## config.mk

```make
export PLATFORM = sky130hd
export DESIGN_NAME = dct_result_tx
export DESIGN_NICKNAME = d
export VERILOG_FILES = /design/src/rtl/dct_uart_pkg.sv /design/src/rtl/uart_tx_byte.sv /design/src/rtl/dct_result_tx.sv
export SDC_FILE = /design/constraint.sdc
export NUM_CORES = 1
export LEC_CHECK = 0
export ABC_AREA = 1
export CAP_MARGIN = 20
export CORE_ASPECT_RATIO = 0.9
export CORE_UTILIZATION = 52
export CTS_CLUSTER_SIZE = 16
export DETAILED_ROUTE_END_ITERATION = 8
export GPL_TIMING_DRIVEN = 0
export PLACE_DENSITY_LB_ADDON = 0.05
export SYNTH_ARGS = -nofsm -noshare
export SYNTH_HDL_FRONTEND = slang
export SYNTH_SLANG_ARGS = --single-unit
```

## constraint.sdc

```tcl
create_clock -name clk -period 2.1 [get_ports clk]
set_input_delay 0.42 -clock clk [delete_from_list [all_inputs] [get_ports clk]]
set_output_delay 0.42 -clock clk [all_outputs]
set_load 0.02 [all_outputs]
```

## src/rtl/dct_uart_pkg.sv

```systemverilog
// Shared constants and state encodings for the DCT UART return path.
package dct_uart_pkg;
  localparam int         PAYLOAD_BYTES = 32;
  localparam int         WORD_W        = 32;
  localparam logic [7:0] SYNC_BYTE     = 8'hA5;

  typedef enum logic [1:0] {TX_IDLE, TX_START, TX_DATA, TX_STOP} tx_state_e;
  typedef enum logic [1:0] {CTL_IDLE, CTL_LOAD, CTL_WAIT} ctl_state_e;
endpackage

```

## src/rtl/uart_tx_byte.sv

```systemverilog
// Bit-level 8N1 UART transmitter: one byte per byte_start, LSB first.
module uart_tx_byte
  import dct_uart_pkg::*;
#(
  parameter int CLKS_PER_BIT = 868
) (
  input  logic       clk,
  input  logic       rst_n,
  input  logic       byte_start,
  input  logic [7:0] byte_in,
  output logic       tx,
  output logic       byte_done
);
  localparam logic [15:0] BAUD_LAST = 16'(CLKS_PER_BIT - 1);

  tx_state_e   state_q;
  logic [15:0] baud_q;
  logic [2:0]  bit_q;
  logic [7:0]  shift_q;
  logic        tx_q;

  always_ff @(posedge clk) begin
    if (!rst_n) begin
      state_q <= TX_IDLE;
      baud_q  <= '0;
      bit_q   <= '0;
      shift_q <= '0;
      tx_q    <= 1'b1;
    end else begin
      case (state_q)
        TX_IDLE: begin
          tx_q <= 1'b1;
          if (byte_start) begin
            shift_q <= byte_in;
            baud_q  <= '0;
            tx_q    <= 1'b0;
            state_q <= TX_START;
          end
        end
        TX_START: begin
          if (baud_q == BAUD_LAST) begin
            baud_q  <= '0;
            bit_q   <= '0;
            tx_q    <= shift_q[0];
            state_q <= TX_DATA;
          end else begin
            baud_q <= baud_q + 16'd1;
          end
        end
        TX_DATA: begin
          if (baud_q == BAUD_LAST) begin
            baud_q  <= '0;
            shift_q <= shift_q >> 1;
            if (bit_q == 3'd7) begin
              tx_q    <= 1'b1;
              state_q <= TX_STOP;
            end else begin
              bit_q <= bit_q + 3'd1;
              tx_q  <= shift_q[1];
            end
          end else begin
            baud_q <= baud_q + 16'd1;
          end
        end
        TX_STOP: begin
          if (baud_q == BAUD_LAST) begin
            baud_q  <= '0;
            state_q <= TX_IDLE;
          end else begin
            baud_q <= baud_q + 16'd1;
          end
        end
        default: state_q <= TX_IDLE;
      endcase
    end
  end

  // Decoded in the last stop-bit cycle so the controller reacts on the edge the stop bit ends.
  assign byte_done = (state_q == TX_STOP) && (baud_q == BAUD_LAST);
  assign tx        = tx_q;
endmodule

```

## src/rtl/dct_result_tx.sv

```systemverilog
// Captures a 256-bit DCT result and serializes it as 8N1 UART bytes, g0 MSB byte first.
// Optional framing (sync 0xA5 + payload + XOR checksum) when DCT_TX_FRAME_EN is defined.
module dct_result_tx
  import dct_uart_pkg::*;
#(
  parameter int CLKS_PER_BIT = 868
) (
  input  logic         clk,
  input  logic         rst_n,
  input  logic         done_in,
  input  logic [255:0] data_in,
  output logic         tx,
  output logic         busy,
  output logic         overflow
);
`ifdef DCT_TX_FRAME_EN
  localparam int             CNT_W    = 6;
  localparam logic [CNT_W-1:0] LAST_IDX = 6'd33;
`else
  localparam int             CNT_W    = 5;
  localparam logic [CNT_W-1:0] LAST_IDX = 5'd31;
`endif
  localparam int HOLD_W = 8 * WORD_W;

  ctl_state_e        state_q;
  logic [HOLD_W-1:0] hold_q;
  logic [CNT_W-1:0]  cnt_q;
  logic [7:0]        byte_q;
  logic              byte_start_q;
  logic              busy_q;
  logic              ovf_q;
  logic              byte_done;
  logic [4:0]        pidx;
  logic [7:0]        cur_byte;

`ifdef DCT_TX_FRAME_EN
  logic [7:0] csum_q;
  logic       is_payload;
  assign pidx       = 5'(cnt_q - 6'd1);
  assign is_payload = (cnt_q != '0) && (cnt_q != LAST_IDX);
`else
  assign pidx = cnt_q;
`endif

  always_comb begin
    cur_byte = hold_q[{5'(PAYLOAD_BYTES - 1) - pidx, 3'b000} +: 8];
`ifdef DCT_TX_FRAME_EN
    if (cnt_q == '0)           cur_byte = SYNC_BYTE;
    else if (cnt_q == LAST_IDX) cur_byte = csum_q;
`endif
  end

  always_ff @(posedge clk) begin
    if (!rst_n) begin
      state_q      <= CTL_IDLE;
      hold_q       <= '0;
      cnt_q        <= '0;
      byte_q       <= '0;
      byte_start_q <= 1'b0;
      busy_q       <= 1'b0;
      ovf_q        <= 1'b0;
`ifdef DCT_TX_FRAME_EN
      csum_q       <= '0;
`endif
    end else begin
      byte_start_q <= 1'b0;
      // busy is judged by its registered value, so a result on the falling edge is dropped.
      if (done_in && busy_q) ovf_q <= 1'b1;
      case (state_q)
        CTL_IDLE: begin
          if (done_in && !busy_q) begin
            hold_q  <= data_in;
            cnt_q   <= '0;
            busy_q  <= 1'b1;
            state_q <= CTL_LOAD;
`ifdef DCT_TX_FRAME_EN
            csum_q  <= '0;
`endif
          end
        end
        CTL_LOAD: begin
          byte_q       <= cur_byte;
          byte_start_q <= 1'b1;
          state_q      <= CTL_WAIT;
`ifdef DCT_TX_FRAME_EN
          if (is_payload) csum_q <= csum_q ^ cur_byte;
`endif
        end
        CTL_WAIT: begin
          if (byte_done) begin
            if (cnt_q == LAST_IDX) begin
              busy_q  <= 1'b0;
              state_q <= CTL_IDLE;
            end else begin
              cnt_q   <= cnt_q + 1'b1;
              state_q <= CTL_LOAD;
            end
          end
        end
        default: state_q <= CTL_IDLE;
      endcase
    end
  end

  uart_tx_byte #(.CLKS_PER_BIT(CLKS_PER_BIT)) u_tx (
    .clk       (clk),
    .rst_n     (rst_n),
    .byte_start(byte_start_q),
    .byte_in   (byte_q),
    .tx        (tx),
    .byte_done (byte_done)
  );

  assign busy     = busy_q;
  assign overflow = ovf_q;
endmodule

```

* Word level (Yosys, flattened, before mapping) *
Cells that the tools add are included.

cells by class
  mux-type cells = 34
  reductions and logical operators = 19
  add/subtract/negate cells = 4
  shifts and indexed selects = 1
  equal/unequal tests = 18

operators with widths
  kind                                                                      count
  256-bit by 9-bit indexed part select with 8-bit output                    1
  16-bit 2-to-1 mux                                                         2
  16-bit case mux with 2 select lines                                       1
  16-bit by 1-bit adder with 16-bit output (second input constant)          1
  16-bit by 10-bit equality test with 1-bit output (second input constant)  1
  8-bit 2-to-1 mux                                                          2
  8-bit case mux with 2 select lines                                        1
  5-bit 2-to-1 mux                                                          3
  2-bit 2-to-1 mux                                                          7
  2-bit inequality test (second input constant)                             6
  4-bit AND reduction                                                       3
  5-bit case mux with 2 select lines                                        1
  1-bit 2-to-1 mux                                                          9
  3-bit 2-to-1 mux                                                          3
  2-bit by 1-bit inequality test with 1-bit output (second input constant)  4
  2-bit case mux with 4 select lines                                        1
  2-bit equality test (second input constant)                               3
  2-bit case mux with 3 select lines                                        1
  3-bit case mux with 2 select lines                                        1
  3-bit AND reduction                                                       2
  2-bit nonzero test                                                        3
  5-bit by 1-bit adder with 5-bit output (second input constant)            1
  5-bit equality test (second input constant)                               1
  5-bit AND reduction                                                       1
  12 further kinds                                                          17

storage, ports and cells
  flip-flop bits (word level) = 304
  logic and storage cells = 88
  input port bits = 259

* Longest topological paths before layout *
  word-level depth = 4
  depth in mapped cells = 12
  mapped depth without buffers = 11

* Cells and area by module *
From an unflattened synthesis, not the netlist that was laid out.

second synthesis, totals
  cell total of the unflattened synthesis = 2047
  area, all modules = 13767.0 µm²

by module, submodules not included
  module         cells each  area an instance (µm²)  instances
  dct_result_tx  1782        11987.7                 1
  uart_tx_byte   265         1779.2                  1

* Worst setup path before layout *
No wires, ideal clock.

  path type = flip-flop to flip-flop
  from = register cnt_q[3]
  to = register cnt_q[0]
  path buffers = 1
  slack = 0.367 ns
  arrival = 1.620 ns
  period minus slack after synthesis = 1.733 ns
  stages on the path, launching flop included = 9
  data required time = 1.986 ns
  cells stage by stage = dfxtp_1 clkinv_1 clkbuf_1 nor2_1 ha_1 a21oi_1 nand3_4 a21oi_1 nor2_1

between the ends
  word-level cells in the longest chain between the ends = 3

ends and longest elaborated chain
  what                                    line                 text
  from (decl)                             dct_result_tx.sv:27  logic [CNT_W-1:0] cnt_q;
  from (signal assigned)                  dct_result_tx.sv:95  cnt_q <= cnt_q + 1'b1;
  5-bit equality test                     dct_result_tx.sv:91  if (cnt_q == LAST_IDX) begin
  2-bit inequality test (no source line)  --
  4-bit AND reduction (no source line)    --

No other way between the ends.
A chain may end at the register's enable or synchronous reset.

* Worst setup path after layout *
  from = register busy_q (netlist: busy)
  to = output busy

RTL lines
  what                    line                 text
  from (decl)             dct_result_tx.sv:30  logic busy_q;
  from (signal assigned)  dct_result_tx.sv:60  busy_q <= 1'b0;
  from (signal assigned)  dct_result_tx.sv:74  busy_q <= 1'b1;
  from (signal assigned)  dct_result_tx.sv:92  busy_q <= 1'b0;
  to (decl)               dct_result_tx.sv:13  output logic busy,

No word-level cell between the ends.

==> flow_summary.yaml <==
synthesis:
  yosysMostFrequentCell: "nor2_1"
  yosys_register_bits: 304
  post_synth_and_or_nand_nor_area_fraction: 0.341
  synth_adder_area_share: 0.00918
  ys_top_cells_by_area: "dfxtp_1 (45%), nor2_1 (15%), nand2_1 (12%)"
  synth_top_area_cell: "dfxtp_1"
  synth_compound_gate_area_share: 0.141
  synth_seq_area_share: 0.447
  post_synth_xor_area_fraction: 0
  yosys_warnings: 0
  synth_cells: 2062
  mappedNetlistNets: 2331
  post_synth_instance_area_mm2: 0.0136
  synth_edf_count: 0
  synth_flop_cell: "dfxtp_1"
  yosys-mux-area-fraction: 0
  synth_top_family_by_area: "simple AND/OR/NAND/NOR gates"
  async_reset_ff_frac: 0
  synth_top_area_share: 0.447
  syn-mean-instance-area_um2: 6.61
  ys_top_cells_by_count: "nor2_1 (552), nand2_1 (422), dfxtp_1 (304), o21ai_0 (297), nand3_1 (163)"
  post_synth_num_cell_types: 27
sta:
  final_min_period_over_clock_period: 0.956
  timing.fmax_mhz: 498
  post-route-min-period_ps: 2010
  worst_slew_pin_slew_ps: 789
  clock-skew-final_ps: 18.9
  max-slew-margin-rel: 0.474
  setup_repair_after_global_routing_missed_its_margin: "no"
  final-max-slew-violation-count: 0
  hold_viol: 0
  fin_hold_ws_ps: 450
  setup_viol_count_final: 0
  post-route-worst-setup-slack_ps: 91.5
floorplanning:
  core_region_area_mm2: 0.0255
  start_util: 0.535
  fp.dieArea_mm2: 0.0269
  die_h_um: 156
  die_w_um: 173
  placement_rows: 55
  boundaryPins: 262
worst_setup_path:
  slowest_stage: "clkdlybuf4s50_1"
  timing.critical_path.fanout_max: 5
  worst-r2r-setup-slack_ps: 110
  required_ps: 1680
  r2r_start: "cnt_q[1]"
  max_stage_delay_ps: 650
  crit_path_start_kind: "register"
  stages_on_worst_setup_path: 1
  rr_worst_depth: 9
  path_delay_family: "buffers and inverters"
  critical_path.cell_chain: "clkdlybuf4s50_1"
  cp.arrival_ps: 1590
  timing.setup.critical_path_class: "reg2out"
  rr_endpoint: "byte_q[0]"
  endpoint_kind: "output port"
  cp.buffers_inverters: 1
worst_hold_path:
  hold_path.class: "reg2reg"
  hold_end: "hold_q[139]"
  holdCritStartpoint: "hold_q[139]"
  hold-path-cell-count: 2
detailed_routing:
  drt_iter0_markers: 1389
  first_pass_iters: 6
  drc: 0
  num_vias: 14700
  wl_per_cell_um: 16.7
  vias_per_cell: 5.38
  antenna_nets_post_route: 0
  drt_wl_total_um: 45500
cts:
  cts.reportedPaths.clkPinSlew_ps: 60
  tritoncts.num_buffers: 34
  worstSkewPairLatency_ps: 510
  clock-root-buffer: "clkbuf_16"
  deepest_level_of_the_cts_h_tree: 2
  cts.path.max_buffers: 3
  holdBufCountCts: 0
  clock_tree_from_tritoncts: "done"
  clock_sinks: 304
cells_and_area:
  fin_area_mm2: 0.0179
  nFillCells: 2208
  diodes: 0
  final_nets: 2627
  drive_above_1_share: 0.0579
  layout-area-overhead-vs-synth_pct: 31.1
global_route:
  grt.total_usage: 0.334
  pin_count_of_the_biggest_net_entering_global_routing: 18
  globalRouteOverflowTotal: 0
  grt_pass1_vias: 13700
  antenna_found_initial: 1
  grt_first_pass_wirelength_um: 70400
placement:
  placement.io_buffers: 261
  gp_congestion: 0.959
  preCtsSetupSlack_ps: -625
  dpl_cell_area_mm2: 0.0167
  hpwlAfterDp_um: 34600
power:
  power_density_mw_per_mm2: 1090
  power.ir.vdd_worst_mv: 0.712
  cellLeakagePower_nw: 7.39
flow_run:
  drv_cap: 0
outcome:
  run_status: "finished, final reports clean"
## flip-flops by register name (all words and copies together) (netlist names), 2 cells and up
register,cells
hold_q,256
u_tx.baud_q,16
byte_q,8
u_tx.shift_q,8
cnt_q,5
u_tx.bit_q,3
state_q,2
u_tx.state_q,2
## worst max path at each step
stage                         start              end
floorplan                  cnt_q[3]         cnt_q[0]
global placement              rst_n      hold_q[227]
detailed placement            rst_n      hold_q[224]
CTS                        cnt_q[0]        byte_q[4]
global route        u_tx.state_q[0]  u_tx.shift_q[0]
finish                         busy             busy
## power breakdown
group | internal (mW) | total [mW] | switching (mW)
sequential | 6.90 | 7.51 | 0.609
clock | 3.88 | 6.26 | 2.39
combinational | 1.99 | 5.70 | 3.71
## routing by layer
layer  wire length (um)  vias up  share of wire  global-route usage
met1              20100     6648           0.44               0.446
met2              19700      677           0.43               0.531
li1                   -     7219              -                   -
met5                  0        -              0                   0
met3               4230      106          0.093              0.0765
met4               1460        0          0.032               0.122
## cells in the final DEF, fill, tap and decap left out, types with 8 or more instances in the layout
cell	n
nor2_1	551
nand2_1	422
dfxtp_1	304
o21ai_0	297
clkdlybuf4s50_1	261
nand3_1	163
a21oi_1	74
clkbuf_1	72
buf_2	61
inv_1	58
clkbuf_16	37
ha_1	10
nand4_1	8
## through the flow
stage | util | total power [mW] | setup TNS, ps | std cells
2_1_floorplan | - | 11.1 | 0 | 2062
3_3_place_gp | 0.655 | 13.0 | -53290 | 2665
3_5_place_dp | 0.655 | 13.2 | -62720 | 2665
4_1_cts | 0.701 | 19.4 | 0 | 2724
5_1_grt | 0.702 | 20.5 | 0 | 2724
6_report | 0.702 | 19.5 | 0 | 2724
## cells by family after synthesis
kind of cell    after synthesis
fa+ha+maj                    10
flops                       304
compound gates              380
buf+inv                     206
simple gates               1162
## repair_timing
action                     4_1_cts  5_1_grt
setup endpoints to repair       13       20
resized for setup                1        4
setup buffers                    0        0
pin swaps                        0        0
## final cells by class
cell class | count | area [um2] | share of cell area
multi-input cells | 1552 | 6690 | 0.374
flip-flops and latches | 304 | 6090 | 0.341
clock buffers | 47 | 1010 | 0.0567
inverters | 65 | 244 | 0.0137
repair buffers | 261 | 2610 | 0.146
clock inverters | 13 | 174 | 0.00974
well taps | 342 | 428 | 0.0240
plain buffers | 140 | 616 | 0.0345
(Power assumes the default switching activity.)
